==> config.mk <==
export PLATFORM = sky130hd
export DESIGN_NAME = projective_transform
export DESIGN_NICKNAME = d
export VERILOG_FILES = /design/src/rtl/projective_transform.sv
export SDC_FILE = /design/constraint.sdc
export NUM_CORES = 2
export LEC_CHECK = 0
export ABC_AREA = 1
export BUFFER_PORTS_ARGS = -buffer_cell sky130_fd_sc_hd__buf_2
export CAP_MARGIN = 30
export CORE_MARGIN = 4
export CORE_UTILIZATION = 34
export DETAILED_ROUTE_END_ITERATION = 10
export PLACE_DENSITY_LB_ADDON = 0.1
export SYNTH_ARGS = -nofsm -noshare
export SYNTH_HDL_FRONTEND = slang
export SYNTH_SLANG_ARGS = --single-unit
export TNS_END_PERCENT = 30
==> constraint.sdc <==
create_clock -name clk -period 5.7 [get_ports clk]
set_clock_uncertainty 0.05 [all_clocks]
set_input_delay 1.14 -clock clk [delete_from_list [all_inputs] [get_ports clk]]
set_output_delay 1.14 -clock clk [all_outputs]
set_load 0.02 [all_outputs]
==> src/rtl/projective_transform.sv <==
// Streams a raster source frame and emits each pixel at its bilinear destination inside quad A-B-C-D.
// Optional feature macro PT_CLAMP_EN: saturate pt_x/pt_y to the frame instead of wrapping.
module projective_transform #(
  parameter int WIDTH  = 640,
  parameter int HEIGHT = 480,
  parameter int FRAC   = 20
) (
  input  logic        clk,
  input  logic        reset_n,
  input  logic        frame_flag,
  input  logic [17:0] pixel,
  input  logic        pixel_flag,
  input  logic [9:0]  a_x,
  input  logic [8:0]  a_y,
  input  logic [9:0]  b_x,
  input  logic [8:0]  b_y,
  input  logic [9:0]  c_x,
  input  logic [8:0]  c_y,
  input  logic [9:0]  d_x,
  input  logic [8:0]  d_y,
  input  logic        ptflag,
  output logic [17:0] pt_pixel_write,
  output logic [9:0]  pt_x,
  output logic [8:0]  pt_y,
  output logic        pt_wr,
  output logic        request_pixel
);

  localparam int ACC_W  = 11 + FRAC;
  localparam int SPAN_W = ACC_W + 1;
  localparam int PROD_W = SPAN_W + ACC_W;
  localparam logic signed [ACC_W-1:0] ROW_K = ACC_W'(((1 << FRAC) + HEIGHT / 2) / HEIGHT);
  localparam logic signed [ACC_W-1:0] COL_K = ACC_W'(((1 << FRAC) + WIDTH / 2) / WIDTH);

  typedef enum logic [2:0] {IDLE, SETUP_X, SETUP_Y, REQ, WAIT, ROW_NEXT} state_t;

  state_t state, next;

  logic [9:0] ca_x, cb_x, cc_x, cd_x;
  logic [8:0] ca_y, cb_y, cc_y, cd_y;
  logic       lat_pt;
  logic [9:0] x_cnt;
  logic [8:0] y_cnt;

  logic signed [ACC_W-1:0] l_x, l_y, r_x, r_y, p_x, p_y, step_x, step_y;
  logic signed [ACC_W-1:0] lstep_x, lstep_y, rstep_x, rstep_y;
  logic signed [SPAN_W-1:0] span;
  logic signed [PROD_W-1:0] prod;
  logic signed [ACC_W-1:0] col_step;
  logic [9:0] dest_x;
  logic [8:0] dest_y;

  function automatic logic signed [ACC_W-1:0] edge_step(input logic [9:0] p0, input logic [9:0] p1);
    logic signed [10:0] diff;
    diff = $signed({1'b0, p1}) - $signed({1'b0, p0});
    return ACC_W'(diff) * ROW_K;
  endfunction

  always_comb begin
    lstep_x = edge_step(ca_x, cd_x);
    lstep_y = edge_step({1'b0, ca_y}, {1'b0, cd_y});
    rstep_x = edge_step(cb_x, cc_x);
    rstep_y = edge_step({1'b0, cb_y}, {1'b0, cc_y});
  end

  // One multiplier serves both column-step components over the two setup cycles.
  always_comb begin
    if (state == SETUP_Y) span = SPAN_W'(r_y) - SPAN_W'(l_y);
    else                  span = SPAN_W'(r_x) - SPAN_W'(l_x);
    prod     = PROD_W'(span) * PROD_W'(COL_K);
    col_step = ACC_W'(prod >>> FRAC);
  end

  always_comb begin
    dest_x = p_x[FRAC+9:FRAC];
    dest_y = p_y[FRAC+8:FRAC];
`ifdef PT_CLAMP_EN
    if (p_x[ACC_W-1])                           dest_x = '0;
    else if (p_x[ACC_W-1:FRAC] > 11'(WIDTH - 1)) dest_x = 10'(WIDTH - 1);
    if (p_y[ACC_W-1])                            dest_y = '0;
    else if (p_y[ACC_W-1:FRAC] > 11'(HEIGHT - 1)) dest_y = 9'(HEIGHT - 1);
`endif
    if (!lat_pt) begin
      dest_x = x_cnt;
      dest_y = y_cnt;
    end
  end

  always_ff @(posedge clk) begin
    if (!reset_n) state <= IDLE;
    else          state <= next;
  end

  always_comb begin
    next          = state;
    request_pixel = 1'b0;
    case (state)
      IDLE:     if (frame_flag) next = SETUP_X;
      SETUP_X:  next = SETUP_Y;
      SETUP_Y:  next = REQ;
      REQ: begin
        request_pixel = 1'b1;
        next          = WAIT;
      end
      WAIT:     if (pixel_flag) next = (x_cnt == 10'(WIDTH - 1)) ? ROW_NEXT : REQ;
      ROW_NEXT: next = (y_cnt == 9'(HEIGHT - 1)) ? IDLE : SETUP_X;
      default:  next = IDLE;
    endcase
  end

  always_ff @(posedge clk) begin
    if (!reset_n) begin
      ca_x <= '0; cb_x <= '0; cc_x <= '0; cd_x <= '0;
      ca_y <= '0; cb_y <= '0; cc_y <= '0; cd_y <= '0;
      lat_pt <= 1'b0;
      x_cnt  <= '0;
      y_cnt  <= '0;
      l_x <= '0; l_y <= '0; r_x <= '0; r_y <= '0;
      p_x <= '0; p_y <= '0; step_x <= '0; step_y <= '0;
      pt_pixel_write <= '0;
      pt_x  <= '0;
      pt_y  <= '0;
      pt_wr <= 1'b0;
    end else begin
      pt_wr <= 1'b0;
      case (state)
        IDLE: if (frame_flag) begin
          ca_x <= a_x; cb_x <= b_x; cc_x <= c_x; cd_x <= d_x;
          ca_y <= a_y; cb_y <= b_y; cc_y <= c_y; cd_y <= d_y;
          lat_pt <= ptflag;
          x_cnt  <= '0;
          y_cnt  <= '0;
          l_x <= {1'b0, a_x, {FRAC{1'b0}}};
          l_y <= {2'b0, a_y, {FRAC{1'b0}}};
          r_x <= {1'b0, b_x, {FRAC{1'b0}}};
          r_y <= {2'b0, b_y, {FRAC{1'b0}}};
        end
        SETUP_X: step_x <= col_step;
        SETUP_Y: begin
          step_y <= col_step;
          p_x    <= l_x;
          p_y    <= l_y;
        end
        WAIT: if (pixel_flag) begin
          pt_wr          <= 1'b1;
          pt_pixel_write <= pixel;
          pt_x           <= dest_x;
          pt_y           <= dest_y;
          p_x            <= p_x + step_x;
          p_y            <= p_y + step_y;
          x_cnt          <= x_cnt + 10'd1;
        end
        ROW_NEXT: begin
          l_x   <= l_x + lstep_x;
          l_y   <= l_y + lstep_y;
          r_x   <= r_x + rstep_x;
          r_y   <= r_y + rstep_y;
          x_cnt <= '0;
          y_cnt <= y_cnt + 9'd1;
        end
        default: ;
      endcase
    end
  end

endmodule

==> qor.csv <==
stage;metric;value;unit
routing;finalWirelength;167000;um
placement;gp_congestion;0.921;
layout;final_nets;8092;
routing;drt-vias-per-instance;4.99;
critical_path;max_stage_delay;540;ps
cts;cts.sinks;368;
critical_path;crit_path_frequent_cell;nand2_1;
grt;grt_pass1_wl;252000;um
grt;grt_max_degree;136;
cts;cts_buffers;50;
timing;max_freq;168;MHz
cts;cts_tree;built;
critical_path;worstPathRequired;6160;ps
grt;grt_pass1_vias;43100;
cts;cts.path.max_buffers;3;
timing;holdWs;409;ps
cts;cts_root_buffer;clkbuf_16;
die;ioPinCount;138;
logic_synthesis;syn_nets;7148;
routing;antenna_left;0;
die;die_w;361;um
run_status;outcome;finished, violations left;
critical_path;cp-end-kind;register;
routing;drt_first_pass_iters;6;
logic_synthesis;synth_cell_types;59;
logic_synthesis;seq_area_frac_synth;17.4;%
routing;drcViolationCount;0;
logic_synthesis;ys_async_sr_fraction;0;%
placement;portBuffers;137;
timing;maxSlewHeadroom;34.7;%
grt;grt_overflow;0;
routing;wire_per_inst;19.0;um
timing;rsz0062_at_grt;true;
logic_synthesis;yosysWarnings;0;
logic_synthesis;ys_top_cells_by_count;nand2_1, inv_1, a21oi_1;
logic_synthesis;syn_area;42300;sq um
job;max-cap-violations;0;
timing;setup_ws;-246;ps
die;core;124000;sq um
layout;area_growth;37.3;%
logic_synthesis;syn-instance-count;6186;
logic_synthesis;ys_top_cells_by_area;ha_1, dfxtp_1, nand2_1;
critical_path;critPathLaunchType;register;
critical_path;cp_num_buf_inv;9;
timing;fin_crit_sh;104;%
critical_path;cp_slowest_cell;fa_1;
routing;drtIter0Drc;2774;
run_status;violations;negative setup slack;
logic_synthesis;ys_ff_latch;368;
cts;path_clk_slew;60;ps
die;start_util;34.2;%
logic_synthesis;synth_edf_count;0;
logic_synthesis;netlist.area_leader.share;18.8;%
placement;hpwlAfterDp;135000;um
grt;antenna_found_initial;8;
logic_synthesis;synth.largest_area_cell;ha_1;
critical_path;critPathKind;reg2reg;
critical_path;cp.arrival;6410;ps
cts;insertion_delay;640;ps
logic_synthesis;yosysMostFrequentCell;nand2_1;
logic_synthesis;ys.flop_type;dfxtp_1;
timing;finalSetupViolCount;59;
timing;finalHoldViolations;0;
timing;fin_crit;5950;ps
critical_path;critical_path.max_fanout;5;
layout;drive_above_1_share;29.8;%
die;dieArea;130000;sq um
min_path;holdCritPathClass;reg2reg;
die;die_h;361;um
logic_synthesis;syn-mean-instance-area;6.84;sq um
timing;tightestPinTransition;979;ps
grt;grt_usage;24.7;%
cts;htreeDepth;2;
timing;slew_viol_final;0;
routing;num_vias;43900;
die;placementRows;129;
critical_path;critPathTopFamily;adder cells;
-- worst paths after layout --
check	from	to	slack, ps	cells past startpoint
hold / removal	pt_pixel_write[17]	pt_pixel_write[17]	410	2
hold reg to reg	pt_pixel_write[17]	pt_pixel_write[17]	410	2
setup / recovery	r_x[13]	step_x[19]	-250	37
setup reg to reg	r_x[13]	step_x[19]	-250	37
-- per-stage QoR --
step	setup WS (ps)	utilization [%]	TNS, ps	cell area (sq um)	cells
2_1_floorplan	23.7	-	0	42300	6186
3_3_place_gp	-1040	41.0	-53800	50700	8641
3_5_place_dp	-1050	41.0	-55320	50700	8641
4_1_cts	-187	45.1	-5210	55800	8770
5_1_grt	-517	47.0	-28360	58000	8804
6_report	-246	47.0	-7620	58100	8805
-- cell families after synthesis --
kind of cell | Yosys count | share of synthesized area, %
AND/OR/NAND/NOR | 2468 | 24.3
AO/OA/AOI/OAI | 1257 | 16.5
buffers and inverters | 1129 | 10.2
adder cells (fa/ha/maj) | 863 | 29.6
flip-flops | 368 | 17.4
XOR/XNOR | 99 | 2.05
multiplexers | 2 | 0.0473
-- per-layer routing --
layer | GRT usage [%] | routed length, um | share of wire (%)
met5 | 0 | 0 | 0
met4 | 6.66 | 5060 | 3.0
met3 | 1.92 | 6420 | 3.8
met2 | 40.4 | 75900 | 45
met1 | 35.0 | 80100 | 48
-- flip-flops by register name, summed over array words and instances, names as in the netlist, 24 cells and up --
register	cells
step_y	24
r_x	31
p_x	30
step_x	24
l_x	31
r_y	31
l_y	31
p_y	29
-- placed cells by master (no fill, tap or decap), types with 108 or more instances in the layout --
cell and count:
nand2_1 1267, inv_1 837, buf_4 837, a21oi_1 558, ha_1 521, nor2_1 390
dfxtp_1 310, nand3_1 242, fa_1 184, o21ai_0 171, nand2_2 141, buf_2 136
inv_2 132, ha_4 108
-- tightest hold or removal path, stage by stage, from the launching register on --
cell and delay (ps):
dfxtp_1 300, nand2_1 60, a21oi_1 50
-- what timing repair did --
action,CTS,global route
setup buffers,44,35
pin swaps,235,263
hold buffers,0,0
endpoints found under the setup margin,116,125
resized for setup,729,522
-- layout make-up --
cell class | count | area (sq um)
Antenna cell | 1 | 2.50
Clock buffer | 69 | 1410
Clock inverter | 20 | 290
Fill cell | 12600 | 65600
Inverter | 989 | 3760
Multi-Input combinational cell | 4689 | 35400
Sequential cell | 368 | 7450
Tap cell | 1637 | 2050
Timing Repair Buffer | 1032 | 7690
Power is not shown: default switching activity piles up to over one toggle a cycle in this logic, so the estimate is an artifact.
